<file path="config.mk">
export PLATFORM = sky130hd
export DESIGN_NAME = fp_acc32
export DESIGN_NICKNAME = d
export VERILOG_FILES = /design/src/rtl/fp_acc32.sv
export SDC_FILE = /design/constraint.sdc
export NUM_CORES = 1
export LEC_CHECK = 0
export ABC_CLOCK_PERIOD_IN_PS = 19300
export BUFFER_PORTS_ARGS = -buffer_cell sky130_fd_sc_hd__clkbuf_2
export CORE_ASPECT_RATIO = 1.75
export CORE_MARGIN = 2
export CORE_UTILIZATION = 50
export CTS_BUF_LIST = sky130_fd_sc_hd__clkbuf_2 sky130_fd_sc_hd__clkbuf_4 sky130_fd_sc_hd__clkbuf_8
export DETAILED_ROUTE_END_ITERATION = 8
export PLACE_DENSITY = 0.75
export SYNTH_ARGS = -nofsm -noshare
export SYNTH_HDL_FRONTEND = slang
export SYNTH_SLANG_ARGS = --single-unit
</file>
<file path="constraint.sdc">
create_clock -name clk -period 19.3 [get_ports clk]
set_input_delay 0.965 -clock clk [delete_from_list [all_inputs] [get_ports clk]]
set_output_delay 0.965 -clock clk [all_outputs]
set_load 0.03 [all_outputs]
</file>
<file path="src/rtl/fp_acc32.sv">
// fp_acc32: FP32 streaming accumulator. Each accepted term is added into acc through
// a serial ALIGN -> ADD -> NORM -> ROUND sequence; the term flagged last publishes
// the sum and clears acc. Subnormals flush to zero, NaN is canonical 0xFFC00000.
module fp_acc32 (
    input  logic        clk,
    input  logic        rst,
    input  logic        in_valid,
    input  logic [31:0] in_data,
    input  logic        in_last,
    output logic        in_ready,
    output logic [31:0] sum,
    output logic        sum_valid,
    output logic        busy
);

    typedef enum logic [2:0] {
        StIdle,
        StAlign,
        StAdd,
        StNorm,
        StRound,
        StDone
    } state_e;

    localparam logic [31:0] QNaN = 32'hFFC0_0000;

    state_e             state_q, state_d;
    logic [31:0]        acc_q, acc_d;
    logic [31:0]        t_q, t_d;
    logic               last_q, last_d;
    logic [31:0]        sum_q, sum_d;
    logic               sign_q, sign_d;
    logic               sub_q, sub_d;
    logic signed [9:0]  exp_q, exp_d;
    logic [26:0]        a_ext_q, a_ext_d;
    logic [26:0]        b_sh_q, b_sh_d;
    logic [27:0]        add_q, add_d;
    logic [26:0]        norm_q, norm_d;
    logic               zero_q, zero_d;
    logic               spec_q, spec_d;
    logic [31:0]        spec_val_q, spec_val_d;

    // Align-stage signals
    logic [7:0]         x_e, y_e, a_e, b_e, diff;
    logic [22:0]        x_m, y_m, a_m, b_m;
    logic               x_nan, y_nan, x_inf, y_inf, swap, a_s, b_s;
    logic [4:0]         sh;
    logic [53:0]        b_wide;
    logic [26:0]        b_sh;
    logic signed [9:0]  align_exp;
    logic               spec;
    logic [31:0]        spec_val;

    // Add / norm / round signals
    logic [27:0]        add_res;
    logic [4:0]         lz;
    logic [26:0]        norm_m;
    logic signed [9:0]  norm_e;
    logic               norm_z;
    logic [23:0]        m24;
    logic               rnd_up;
    logic [24:0]        m25;
    logic [23:0]        rnd_m;
    logic signed [9:0]  rnd_e;
    logic [7:0]         biased;
    logic [31:0]        result;

    // Leading-zero count of a 27-bit mantissa field (hidden bit at position 26)
    function automatic logic [4:0] lzc27(input logic [26:0] v);
        logic       found;
        logic [4:0] cnt;
        found = 1'b0;
        cnt   = 5'd0;
        for (int i = 26; i >= 0; i--) begin
            if (!found) begin
                if (v[i]) found = 1'b1;
                else      cnt   = cnt + 5'd1;
            end
        end
        return cnt;
    endfunction

    // Unpack acc and term, order by magnitude, shift the smaller one with sticky
    always_comb begin
        x_e   = acc_q[30:23];
        y_e   = t_q[30:23];
        x_m   = (x_e == 8'd0) ? 23'd0 : acc_q[22:0];
        y_m   = (y_e == 8'd0) ? 23'd0 : t_q[22:0];
        x_nan = (x_e == 8'hFF) && (x_m != 23'd0);
        y_nan = (y_e == 8'hFF) && (y_m != 23'd0);
        x_inf = (x_e == 8'hFF) && (x_m == 23'd0);
        y_inf = (y_e == 8'hFF) && (y_m == 23'd0);
        swap  = {y_e, y_m} > {x_e, x_m};
        a_s   = swap ? t_q[31] : acc_q[31];
        a_e   = swap ? y_e : x_e;
        a_m   = swap ? y_m : x_m;
        b_s   = swap ? acc_q[31] : t_q[31];
        b_e   = swap ? x_e : y_e;
        b_m   = swap ? x_m : y_m;
        diff  = a_e - b_e;
        sh    = (diff > 8'd27) ? 5'd27 : diff[4:0];
        b_wide = {(b_e != 8'd0), b_m, 3'b000, 27'd0} >> sh;
        b_sh  = {b_wide[53:28], b_wide[27] | (|b_wide[26:0])};
        align_exp = $signed({2'b00, a_e}) - 10'sd127;
        spec  = x_nan | y_nan | x_inf | y_inf;
        if (x_nan || y_nan || (x_inf && y_inf && (acc_q[31] != t_q[31]))) begin
            spec_val = QNaN;
        end else if (x_inf) begin
            spec_val = {acc_q[31], 31'h7F80_0000};
        end else begin
            spec_val = {t_q[31], 31'h7F80_0000};
        end
    end

    // Magnitude add or subtract; A >= B so the difference never goes negative
    always_comb begin
        if (sub_q) add_res = {1'b0, a_ext_q} - {1'b0, b_sh_q};
        else       add_res = {1'b0, a_ext_q} + {1'b0, b_sh_q};
    end

    // Normalize: carry shifts right keeping sticky, otherwise shift out leading zeros
    always_comb begin
        lz     = lzc27(add_q[26:0]);
        norm_m = add_q[26:0];
        norm_e = exp_q;
        norm_z = 1'b0;
        if (add_q[27]) begin
            norm_m = {add_q[27:2], add_q[1] | add_q[0]};
            norm_e = exp_q + 10'sd1;
        end else if (add_q[26:0] == 27'd0) begin
            norm_z = 1'b1;
        end else begin
            norm_m = add_q[26:0] << lz;
            norm_e = exp_q - $signed({5'd0, lz});
        end
    end

    // Round to nearest even, then apply special / overflow / flush rules
    always_comb begin
        m24    = norm_q[26:3];
        rnd_up = norm_q[2] & (norm_q[1] | norm_q[0] | m24[0]);
        m25    = {1'b0, m24} + {24'd0, rnd_up};
        if (m25[24]) begin
            rnd_m = m25[24:1];
            rnd_e = exp_q + 10'sd1;
        end else begin
            rnd_m = m25[23:0];
            rnd_e = exp_q;
        end
        biased = rnd_e[7:0] + 8'd127;
        if (spec_q)                  result = spec_val_q;
        else if (zero_q)             result = 32'd0;
        else if (rnd_e > 10'sd127)   result = {sign_q, 31'h7F80_0000};
        else if (rnd_e < -10'sd126)  result = 32'd0;
        else                         result = {sign_q, biased, rnd_m[22:0]};
    end

    // Next-state: sequence the add stages and route each stage into its registers
    always_comb begin
        state_d    = state_q;
        acc_d      = acc_q;
        t_d        = t_q;
        last_d     = last_q;
        sum_d      = sum_q;
        sign_d     = sign_q;
        sub_d      = sub_q;
        exp_d      = exp_q;
        a_ext_d    = a_ext_q;
        b_sh_d     = b_sh_q;
        add_d      = add_q;
        norm_d     = norm_q;
        zero_d     = zero_q;
        spec_d     = spec_q;
        spec_val_d = spec_val_q;
        case (state_q)
            StIdle: begin
                if (in_valid) begin
                    t_d     = in_data;
                    last_d  = in_last;
                    state_d = StAlign;
                end
            end
            StAlign: begin
                sign_d     = a_s;
                sub_d      = a_s ^ b_s;
                exp_d      = align_exp;
                a_ext_d    = {(a_e != 8'd0), a_m, 3'b000};
                b_sh_d     = b_sh;
                spec_d     = spec;
                spec_val_d = spec_val;
                state_d    = StAdd;
            end
            StAdd: begin
                add_d   = add_res;
                state_d = StNorm;
            end
            StNorm: begin
                norm_d  = norm_m;
                exp_d   = norm_e;
                zero_d  = norm_z;
                state_d = StRound;
            end
            StRound: begin
                acc_d = result;
                if (last_q) begin
                    sum_d   = result;
                    state_d = StDone;
                end else begin
                    state_d = StIdle;
                end
            end
            StDone: begin
                acc_d   = 32'd0;
                state_d = StIdle;
            end
            default: state_d = StIdle;
        endcase
    end

    // State registers with synchronous reset
    always_ff @(posedge clk) begin
        if (rst) begin
            state_q    <= StIdle;
            acc_q      <= 32'd0;
            t_q        <= 32'd0;
            last_q     <= 1'b0;
            sum_q      <= 32'd0;
            sign_q     <= 1'b0;
            sub_q      <= 1'b0;
            exp_q      <= 10'sd0;
            a_ext_q    <= 27'd0;
            b_sh_q     <= 27'd0;
            add_q      <= 28'd0;
            norm_q     <= 27'd0;
            zero_q     <= 1'b0;
            spec_q     <= 1'b0;
            spec_val_q <= 32'd0;
        end else begin
            state_q    <= state_d;
            acc_q      <= acc_d;
            t_q        <= t_d;
            last_q     <= last_d;
            sum_q      <= sum_d;
            sign_q     <= sign_d;
            sub_q      <= sub_d;
            exp_q      <= exp_d;
            a_ext_q    <= a_ext_d;
            b_sh_q     <= b_sh_d;
            add_q      <= add_d;
            norm_q     <= norm_d;
            zero_q     <= zero_d;
            spec_q     <= spec_d;
            spec_val_q <= spec_val_d;
        end
    end

    assign in_ready  = (state_q == StIdle) && !rst;
    assign busy      = (state_q != StIdle);
    assign sum_valid = (state_q == StDone);
    assign sum       = sum_q;

endmodule

</file>
# ---- Word-level counts from Yosys, hierarchy flattened
# Index checks and enable logic that the tools add are counted.
dict set report word_totals {
  regBits 252
  in_bits 36
  output_inout_bits 35
}
dict set report op_classes {
  addsub 34
  magnitude_cmp 4
  n_eq_ne 10
  shift 2
  muxes 133
  n_bitwise 9
  reduce_logical 27
}
# cell count
set ops {}
lappend ops {{2-to-1 mux 5 bit} 53}
lappend ops {{2-to-1 mux 32 bit} 6}
lappend ops {{adder 5 x 1 -> 5 bit, second input constant} 26}
lappend ops {{2-to-1 mux 23 bit} 5}
lappend ops {{one-hot mux 32 bit (2 select lines)} 1}
lappend ops {{2-to-1 mux 1 bit} 56}
lappend ops {{2-to-1 mux 27 bit} 2}
lappend ops {{>> shifter 54 x 5 -> 54 bit} 1}
lappend ops {{logical NOT 23 bit} 2}
lappend ops {{nonzero test 23 bit} 2}
lappend ops {{greater-than comparator 31 bit} 1}
lappend ops {{2-to-1 mux 10 bit} 3}
lappend ops {{adder 27 x 27 -> 28 bit} 1}
lappend ops {{2-to-1 mux 28 bit} 1}
lappend ops {{subtractor 27 x 27 -> 28 bit} 1}
lappend ops {{logical NOT 27 bit} 1}
lappend ops {{OR reduction 27 bit} 1}
lappend ops {{left shift 27 x 5 -> 27 bit} 1}
lappend ops {{adder 24 x 1 -> 25 bit} 1}
lappend ops {{one-hot mux 10 bit (2 select lines)} 1}
lappend ops {{== test 8 bit, second input constant} 2}
lappend ops {{logical NOT 8 bit} 2}
lappend ops {{2-to-1 mux 8 bit} 2}
lappend ops {{nonzero test 8 bit} 2}
lappend ops {{26 further kinds} 45}

# ---- Logic depth before layout (Yosys ltp)
# Gate-level depths: netlist (run 1).
dict set report depth {
  depth_word 83
  mapped_depth 105
}

# ---- Worst setup path after synthesis (run 1)
# No wires, ideal clock.
dict set report synth_path {
  path_kind {register -> register}
  from {register add_q[24]}
  to {register exp_q[8]}
  setup_ns 0.086
  arrival_ns 17.051
  required_ns 19.214
  setup_slack_ns 2.164
  path_stages_with_launch 106
  synth_period_minus_slack_ns 17.136
  cell_sequence {dfxtp_1 -> buf_6 -> or4_4 -> buf_6 -> and2_1 -> ha_1 -> o21ai_0 -> nand2_1 -> nand2_1 -> inv_1 -> ha_1 -> nor2b_1 -> o21ai_0 -> a21boi_0 -> ha_1 -> and2_1 -> or2_2 -> ha_1 -> [70 not listed] -> ha_1 -> nor2b_1 -> xnor2_1 -> nor2_1 -> xnor2_2 -> inv_2 -> buf_2 -> buf_2 -> ha_1 -> nor2b_1 -> o21ai_0 -> nand2b_1 -> a2111oi_0 -> nor3b_1 -> a41oi_1 -> a21oi_1 -> nor2_1 -> a211oi_1}
}
dict set report synth_via {
  elab_chain_len 78
  elab_cells_between_ends 106
  cone_classes {add/sub: 25; eq/ne: 1; mux: 78; reduce/logical: 2}
}
# item line_no
set synth_rtl {}
lappend synth_rtl {{start: declaration} 37} ;# logic [27:0] add_q, add_d;
lappend synth_rtl {{start signal: assignment} 233} ;# add_q <= 28'd0;
lappend synth_rtl {{start signal: assignment} 249} ;# add_q <= add_d;
lappend synth_rtl {{2-to-1 mux 5 bit} 76} ;# if (v[i]) found = 1'b1;
lappend synth_rtl {{2-to-1 mux 5 bit} 75} ;# if (!found) begin
lappend synth_rtl {{adder 5 x 1 -> 5 bit} 77} ;# else cnt = cnt + 5'd1;
lappend synth_rtl {{2-to-1 mux 5 bit} 76}
lappend synth_rtl {{2-to-1 mux 5 bit} 75}
lappend synth_rtl {{adder 5 x 1 -> 5 bit} 77}
lappend synth_rtl {{2-to-1 mux 5 bit} 76}
lappend synth_rtl {{2-to-1 mux 5 bit} 75}
lappend synth_rtl {{[62 not listed]} n/a}
lappend synth_rtl {{2-to-1 mux 5 bit} 75}
lappend synth_rtl {{adder 5 x 1 -> 5 bit} 77}
lappend synth_rtl {{2-to-1 mux 5 bit} 76}
lappend synth_rtl {{2-to-1 mux 5 bit} 75}
lappend synth_rtl {{subtractor 10 x 6 -> 10 bit} 134} ;# norm_e = exp_q - $signed({5'd0, lz});
lappend synth_rtl {{2-to-1 mux 10 bit} 130} ;# end else if (add_q[26:0] == 27'd0) begin
lappend synth_rtl {{2-to-1 mux 10 bit} 127} ;# if (add_q[27]) begin
lappend synth_rtl {{one-hot mux 10 bit (2 select lines)} 175} ;# case (state_q)
lappend synth_rtl {{end signal: assignment} 246} ;# exp_q <= exp_d;
lappend synth_rtl {{end: declaration} 34} ;# logic signed [9:0] exp_q, exp_d;
# Parallel ways exist; a longest one is shown, timed or not. The select of a mux whose other input is x is not followed.
# A chain may end at the register's enable or synchronous reset.

# ---- Final worst setup path (run 1)
dict set report layout_path {
  from {register add_q[25]}
  to {register exp_q[8]}
}
dict set report layout_via {
  elab_chain_len 81
  elab_cells_between_ends 110
  cone_classes {add/sub: 26; eq/ne: 1; mux: 81; reduce/logical: 2}
}
# item line_no
set layout_rtl {}
lappend layout_rtl {{2-to-1 mux 5 bit} 76}
lappend layout_rtl {{2-to-1 mux 5 bit} 75}
lappend layout_rtl {{adder 5 x 1 -> 5 bit} 77}
lappend layout_rtl {{2-to-1 mux 5 bit} 76}
lappend layout_rtl {{2-to-1 mux 5 bit} 75}
lappend layout_rtl {{adder 5 x 1 -> 5 bit} 77}
lappend layout_rtl {{2-to-1 mux 5 bit} 76}
lappend layout_rtl {{2-to-1 mux 5 bit} 75}
lappend layout_rtl {{[65 not listed]} n/a}
lappend layout_rtl {{2-to-1 mux 5 bit} 75}
lappend layout_rtl {{adder 5 x 1 -> 5 bit} 77}
lappend layout_rtl {{2-to-1 mux 5 bit} 76}
lappend layout_rtl {{2-to-1 mux 5 bit} 75}
lappend layout_rtl {{subtractor 10 x 6 -> 10 bit} 134}
lappend layout_rtl {{2-to-1 mux 10 bit} 130}
lappend layout_rtl {{2-to-1 mux 10 bit} 127}
lappend layout_rtl {{one-hot mux 10 bit (2 select lines)} 175}
# Parallel ways exist; a longest one is shown, timed or not. The select of a mux whose other input is x is not followed.

==> flow_summary.json, run 1 <==
{
  "reg2reg_from": "add_q[25]",
  "routed_wl_um": 65650,
  "holdCritPathClass": "reg2reg",
  "clkLatencyLatePin_ns": 0.63,
  "rr_endpoint": "exp_q[8]",
  "critPathLaunchType": "flip-flop",
  "cpMostUsedCell": "ha_1",
  "dieHeight_um": 265.0,
  "worst_pin_slew_ns": 1.103,
  "drive_gt1_share_pct": 9.028,
  "skew_ns": 0.02600,
  "synth_top_family_by_area": "simple AND/OR/NAND/NOR gates",
  "endpoint_kind": "flip-flop",
  "crit_arrival_ns": 18.66,
  "status": "finished, final reports clean",
  "ant_nets": 0,
  "pre_cts_ws_ns": 0.6232,
  "stdcell_area_um2": 20810,
  "rows": 95,
  "dpl.hpwl_um": 51090,
  "path_max_fanout": 24,
  "numClockSinks": 223,
  "place_congestion": 1.015,
  "drc_errors": 0,
  "grt_overflow_total": 0,
  "synth_flop_cell": "dfxtp_1",
  "root_buffer": "clkbuf_8",
  "vias_per_cell": 6.142,
  "cts_tree": "done",
  "cts_buffers": 31,
  "fin_crit_sh_pct": 93.87,
  "dpl_cell_area_um2": 20000,
  "clock_path_buffers": 3,
  "ctsHoldBuffers": 0,
  "setup.worst_path.start": "add_q[25]",
  "drt_iter0_drc": 1653,
  "ys_types": 91,
  "synth_area_per_cell_um2": 7.061,
  "whs_ns": 0.4528,
  "grtUsageTotal_pct": 30.94,
  "netlist_area_um2": 19460,
  "synth_edf_count": 0,
  "ctsHtreeMaxLevel": 1,
  "synth.area.mux_share_pct": 5.471,
  "fin_ws_ns": 1.184,
  "ios": 71,
  "max_stage_delay_ns": 0.38,
  "ys_warn_count": 0,
  "syn-instance-count": 2756,
  "core_um2": 38390,
  "dieArea_um2": 40580,
  "seq_area_frac_synth_pct": 22.94,
  "worstSetupPathType": "reg2reg",
  "crit_path_end": "exp_q[8]",
  "period_minus_slack_ns": 18.12,
  "die_w_um": 153.1,
  "rr_worst_depth": 104,
  "vias": 19790,
  "async_flop_share_pct": 0,
  "crit_required_ns": 19.84,
  "synthAdderAreaFrac_pct": 7.869,
  "r2r_slack_ns": 1.18,
  "grt_max_degree": 99,
  "fmax_mhz": 55.20,
  "synth-seq-cells": 223,
  "grt_pass1_vias": 18940,
  "clkSlewWorstSetupHoldPaths_ns": 0.08,
  "hold_viol": 0,
  "grt_pass1_wl_um": 102100,
  "slowest_stage": "a2111oi_4",
  "synth_nets": 2910,
  "setup_violations": 0,
  "slew_viol_final": 0,
  "drv_cap": 0,
  "grt_antenna_before_repair": 1,
  "area_growth_pct": 6.905,
  "wl_per_cell_um": 20.38,
  "yosys.area_share.simple_pct": 26.01,
  "synth-compound-area-share_pct": 24.98,
  "start_util_pct": 50.69,
  "portBuffers": 70,
  "maxSlewHeadroom_pct": 26.48,
  "nets": 2868,
  "synth-xor-area-share_pct": 7.034,
  "dr.pass1.iters": 6
}
==> layout make-up <==
type                            count  area (um^2)
Timing Repair Buffer              105        619.3
Inverter                          108        419.2
Tap cell                          485        606.8
Clock buffer                       45        581.8
Fill cell                        3803        17590
Antenna cell                        1        2.502
Sequential cell                   223         4467
Clock inverter                     10        112.6
Multi-Input combinational cell   2245        14000
==> metrics by stage <==
stage	std cells	setup TNS [ns]	util [%]
2_1_floorplan	2756	0	-
3_3_place_gp	3161	0	52.10
3_5_place_dp	3161	0	52.10
4_1_cts	3216	0	53.91
5_1_grt	3222	-0.1070	54.19
6_report	3222	0	54.19
==> sequential cells by signal, summed over array words and instances, names as in the netlist <==
name and count:
spec_val_q 3, acc_q 32, add_q 28, norm_q 27
b_sh_q 27, zero_q 1, last_q 1, sub_q 1
sign_q 1, exp_q 10, spec_q 1, a_ext_q 24
sum 32, state_q 3, t_q 32
==> synthesized netlist by cell type, types with 6 or more instances <==
cell      count  area share (%)
a22o_1        6            0.27
a21o_1       20            0.77
o21bai_1     11            0.42
and2_1       56             1.8
nand4_1      14            0.45
nor2b_1      34             1.1
o22ai_1      16            0.51
nor2_1      366             7.1
nor3_1       70             1.8
and4_1        6            0.27
a31oi_1      26            0.84
nand2b_1     25            0.80
buf_2         7            0.18
a22oi_1      45             1.7
a311oi_1      6            0.27
buf_1        11            0.21
mux2_2       23             1.3
o31ai_1       8            0.31
nand3_1      47             1.2
nor4_1       17            0.55
o21ai_0     163             4.2
a21oi_1     267             6.9
or3_1        21            0.68
dfxtp_1     223              23
clkbuf_1    159             3.1
o211ai_1     20            0.77
a21boi_0      6            0.23
o221ai_1     10            0.45
xor2_1       43             1.9
and3_1       26            0.84
inv_1       106             2.0
a211oi_1     80             3.1
mux2i_1      78             4.0
nor3b_1       7            0.27
nand2_1     365             7.0
a32oi_1       6            0.27
nand3b_1      8            0.31
xnor2_1      76             3.4
or2_2        16            0.51
ha_1        116             7.5
o21a_1       15            0.58
a221oi_1     17            0.77
==> worst min path at each step <==
stage | startpoint | to | slack, ns | cells past startpoint
6_report | t_q[14] | t_q[14] | 0.45 | 2
3_5_place_dp | t_q[19] | t_q[19] | 0.44 | 2
3_3_place_gp | t_q[11] | t_q[11] | 0.44 | 2
2_1_floorplan | t_q[11] | t_q[11] | 0.43 | 2
4_1_cts | t_q[19] | t_q[19] | 0.45 | 2
5_1_grt | t_q[11] | t_q[11] | 0.47 | 2
==> routing by layer <==
layer	track usage, %	part of all wire, %
met3	1.962	4.0
met2	58.14	52
met4	20.35	7.3
met5	0	0
met1	32.92	37
==> cells in the final DEF, fill, tap and decap left out, types with 26 or more instances in the layout <==
cell,count
a211oi_1,78
a21oi_1,265
a22oi_1,45
and2_1,56
and3_1,26
buf_4,35
clkbuf_2,69
clkbuf_8,39
dfxtp_1,221
ha_1,116
inv_1,106
mux2i_1,78
nand2_1,365
nand3_1,47
nor2_1,362
nor2b_1,33
nor3_1,68
o21ai_0,160
xnor2_1,76
xor2_1,43
==> cells by family (layout without fill, tap and decap cells) <==
| family | Yosys count | count (layout) |
|---|---|---|
| and+or+nand+nor | 1107 | 1107 |
| AOI/OAI and AO/OA | 778 | 778 |
| xor gates and xnor gates | 135 | 135 |
| buffers and inverters | 288 | 268 |
| adders and majority gates | 122 | 122 |
| muxes | 103 | 103 |
| DFF | 223 | 223 |
| other | 0 | 1 |
==> timing repair <==
action | in CTS | in global routing
setup buffers | 0 | 5
resized for setup | 0 | 19
endpoints found under the setup margin | 0 | 25
==> critical path, delay by kind of cell (launching register included) <==
kind	cells	cell delay [ns]
AO/OA/AOI/OAI	36	5.35
AND/OR/NAND/NOR	30	3.48
multiplexers	4	0.48
XOR/XNOR	2	0.29
adder cells (fa/ha/maj)	25	7.30
buffers and inverters	7	0.78
flip-flops	1	0.37
Power of run 1 is left out: the tool's default activity adds up to more than one toggle a clock period on the data nets, which glitch-free logic cannot reach.
==> inputs of run 2 (changes only) <==
- ABC_AREA: not set -> 1
==> flow_summary.json, run 2 <==
{
  "routed_wl_um": 67550,
  "final_cell_mix": "nand2_1, inv_1, o21ai_0, a21oi_1, nand3_1",
  "rows": 95,
  "clkSlewWorstSetupHoldPaths_ns": 0.07,
  "crit_required_ns": 19.81,
  "skew_ns": 0.04937,
  "setup_violations": 0,
  "dr.pass1.iters": 6,
  "syn-instance-count": 3192,
  "clkLatencyLatePin_ns": 0.58,
  "ys_types": 59,
  "yosys.area.top_type": "dfxtp_1",
  "ios": 71,
  "yosysMostFrequentCell": "nand2_1",
  "slowest_stage": "dfxtp_1",
  "nets": 3338,
  "drc_errors": 0,
  "grt_overflow_total": 0,
  "maxSlewHeadroom_pct": 25.91,
  "clock_path_buffers": 3,
  "cts_tree": "done",
  "async_flop_share_pct": 0,
  "grtUsageTotal_pct": 32.56,
  "fin_crit_sh_pct": 91.01,
  "cts_buffers": 35,
  "ctsResizeCount": 0,
  "worst_pin_slew_ns": 1.100,
  "period_minus_slack_ns": 17.56,
  "crit_arrival_ns": 18.07,
  "ctsHoldBuffers": 0,
  "area_growth_pct": 6.983,
  "grt_pass1_vias": 20200,
  "drive_gt1_share_pct": 7.923,
  "post_cts_buffers": 0,
  "ctsHtreeMaxLevel": 2,
  "netlist.area_leader.share_pct": 23.18,
  "drv_cap": 0,
  "dieHeight_um": 263.6,
  "grt_max_degree": 90,
  "fmax_mhz": 56.93,
  "holdCritPathClass": "reg2reg",
  "fin_tns_setup_ns": 0,
  "grt_pass1_wl_um": 105600,
  "synth_flop_cell": "dfxtp_1",
  "root_buffer": "clkbuf_8",
  "drt_iter0_drc": 1533,
  "dpl.hpwl_um": 53240,
  "die_w_um": 152.4,
  "seq_area_frac_synth_pct": 23.18,
  "yosys-top-cells-count": "nand2_1, inv_1, o21ai_0",
  "synth_area_per_cell_um2": 6.034,
  "vias_per_cell": 5.731,
  "synth_nets": 3346,
  "numClockSinks": 223,
  "final_common_cell": "nand2_1",
  "hold_viol": 0,
  "critPathLaunchType": "flip-flop",
  "cpMostUsedCell": "nand2_1",
  "synth_edf_count": 0,
  "ys_warn_count": 0,
  "wl_per_cell_um": 18.30,
  "path_max_fanout": 32,
  "portBuffers": 70,
  "endpoint_kind": "flip-flop",
  "start_util_pct": 50.48,
  "slew_viol_final": 0,
  "grt_antenna_before_repair": 1,
  "synth_area_leaders": "dfxtp_1, nand2_1, o21ai_0, a21oi_1, ha_1",
  "worstSetupPathType": "reg2reg",
  "netlist_area_um2": 19260,
  "dieArea_um2": 40170,
  "grt_setup_unrepaired": "false",
  "status": "finished, final reports clean",
  "ant_nets": 0,
  "vias": 21160,
  "core_um2": 38160,
  "max_stage_delay_ns": 0.41,
  "place_congestion": 1.001,
  "synth-seq-cells": 223
}
run 2: final cells by class:
class / count / area, um^2
tap: 485 / 606.8
multi-input combinational: 2422 / 12730
inverter: 411 / 1543
timing repair buffer: 91 / 510.5
clock buffer: 50 / 638.1
clock inverter: 9 / 112.6
antenna: 1 / 2.502
fill: 3973 / 17550
sequential: 223 / 4464
run 2: metrics by stage:
stage / instances / worst slack [ns] / instance area [um^2] / hold WS (ns) / utilization, %
floorplan: 3192 / 4.116 / 19260 / 0.4300 / -
finish: 3692 / 1.736 / 20610 / 0.4549 / 54.01
global placement: 3632 / 2.280 / 19830 / 0.4416 / 51.98
detailed placement: 3632 / 1.613 / 19830 / 0.4473 / 51.98
global route: 3692 / 0.1076 / 20610 / 0.4685 / 54.01
CTS: 3691 / 1.553 / 20580 / 0.4563 / 53.95
run 2: final timing paths:
kind                  start  endpoint  slack [ns]  cells past startpoint
setup / recovery  add_q[25]  exp_q[9]        1.74                    115
hold / removal      t_q[11]   t_q[11]        0.45                      2
setup reg to reg  add_q[25]  exp_q[9]        1.74                    115
hold reg to reg     t_q[11]   t_q[11]        0.45                      2
run 2: layer usage:
metal | vias up | part of all wire, % | wire [um] | global-route usage (%)
met3 | 284 | 4.4 | 2964 | 3.523
li1 | 10480 | - | - | -
met1 | 9662 | 35 | 23900 | 32.70
met2 | 730 | 51 | 34210 | 59.96
met4 | 0 | 9.6 | 6478 | 26.70
met5 | - | 0 | 0 | 0
run 2: kinds of logic (layout without fill, tap and decap cells):
group	count (synthesis)	count (layout)	synth area share, %
simple gates	1453	1453	32.91
compound gates	770	770	21.49
buf+inv	547	561	10.94
flops	223	223	23.18
fa+ha+maj	118	118	7.743
xor+xnor	78	78	3.586
mux	3	3	0.1559
other cells	0	1	0
run 2: critical path: cells and delay by family, from the launching register on:
kind,cells,cell delay [ns]
buffers and inverters,21,1.47
AO/OA/AOI/OAI,29,4.35
flip-flops,1,0.41
AND/OR/NAND/NOR,40,4.38
adder cells (fa/ha/maj),25,6.86
Power of run 2 is left out for the same reason.
==> inputs of run 3 (changes only) <==
- CELL_PAD_IN_SITES_DETAIL_PLACEMENT: not set -> 0
- CELL_PAD_IN_SITES_GLOBAL_PLACEMENT: not set -> 1
- CORE_MARGIN: 2 -> 5
- CORE_UTILIZATION: 50 -> 46
- PLACE_DENSITY: 0.75 -> 0.92
==> flow_summary.json, run 3 (same netlist as run 2, synthesis figures left out) <==
{
  "status": "finished, final reports clean",
  "clkLatencyLatePin_ns": 0.58,
  "crit_required_ns": 19.74,
  "hold_viol": 0,
  "numClockSinks": 223,
  "fmax_mhz": 58.04,
  "ios": 71,
  "wl_per_cell_um": 18.67,
  "period_minus_slack_ns": 17.23,
  "ctsHtreeMaxLevel": 2,
  "skew_ns": 0.03550,
  "grt_pass1_wl_um": 108400,
  "cts_buffers": 37,
  "die_w_um": 164.7,
  "post_cts_buffers": 0,
  "slew_viol_final": 0,
  "root_buffer": "clkbuf_8",
  "fin_crit_sh_pct": 89.28,
  "fin_tns_setup_ns": 0,
  "rows": 99,
  "endpoint_kind": "flip-flop",
  "max_stage_delay_ns": 0.41,
  "routed_wl_um": 70350,
  "critPathLaunchType": "flip-flop",
  "area_growth_pct": 8.120,
  "drive_gt1_share_pct": 8.066,
  "holdCritPathClass": "reg2reg",
  "clock_path_buffers": 3,
  "dr.pass1.iters": 6,
  "utilization_pct": 50.04,
  "slowest_stage": "dfxtp_1",
  "setup_violations": 0,
  "dieHeight_um": 280.7,
  "worst_pin_slew_ns": 1.139,
  "grt_setup_unrepaired": "false",
  "core_um2": 41620,
  "nets": 3339,
  "path_max_fanout": 32,
  "grt_max_degree": 88,
  "grt_overflow_total": 0,
  "maxSlewHeadroom_pct": 23.78,
  "place_congestion": 1.013,
  "start_util_pct": 46.28,
  "crit_arrival_ns": 17.67,
  "worstSetupPathType": "reg2reg",
  "drv_cap": 0,
  "drt_iter0_drc": 1412,
  "vias": 21060,
  "whs_ns": 0.4534,
  "clkSlewWorstSetupHoldPaths_ns": 0.06,
  "portBuffers": 70,
  "cpMostUsedCell": "nand2_1",
  "dpl.hpwl_um": 56320,
  "grt_antenna_before_repair": 1,
  "grtUsageTotal_pct": 29.83,
  "ant_nets": 0,
  "drc_errors": 0,
  "grt_pass1_vias": 20390,
  "dieArea_um2": 46220,
  "vias_per_cell": 5.590,
  "final_common_cell": "nand2_1",
  "final_cell_mix": "nand2_1, inv_1, o21ai_0, a21oi_1, nand3_1",
  "cts_tree": "done"
}
[run 3: path summary, 6_finish.rpt]
kind | from | endpoint | slack, ns | cells after the start
setup / recovery | add_q[25] | exp_q[9] | 2.07 | 116
hold / removal | t_q[12] | t_q[12] | 0.45 | 2
setup reg to reg | add_q[25] | exp_q[9] | 2.07 | 116
hold reg to reg | t_q[12] | t_q[12] | 0.45 | 2
[run 3: worst max-delay path: cells and delay by family, from the launching register on]
family,cells,cell delay (ns)
AOI/OAI and AO/OA,29,4.09
adders and majority gates,25,6.85
DFF,1,0.41
and+or+nand+nor,41,4.33
buffers and inverters,21,1.41
[run 3: stage by stage]
step,area [um^2],cells,worst slack (ns)
final,20830,3767,2.069
after global routing,20830,3767,0.1576
after CTS,20800,3766,1.609
after detailed placement,19910,3701,1.667
after global placement,19910,3701,2.138
after floorplan,19260,3192,4.116
[run 3: layout make-up]
class | count | area, um^2
fillers | 4533 | 20790
flip-flops and latches | 223 | 4464
clock buffers | 54 | 699.4
multi-input cells | 2422 | 12730
diodes | 1 | 2.502
repair buffers | 90 | 503.0
well taps | 555 | 694.4
inverters | 411 | 1543
clock inverters | 11 | 190.2
[run 3: per-layer routing]
| layer | vias to the layer above | GRT usage, % | wire length (um) |
|---|---|---|---|
| met2 | 633 | 55.47 | 36240 |
| met4 | 0 | 24.16 | 7015 |
| met3 | 268 | 2.817 | 2544 |
| met5 | - | 0 | 0 |
| met1 | 9686 | 29.36 | 24550 |
| li1 | 10470 | - | - |
[run 3: repair_timing]
action / in CTS / in global routing
endpoints found under the setup margin: 0 / 2
hold buffers: 0 / 0
resized for setup: 0 / 3
Power of run 3 is left out for the same reason.
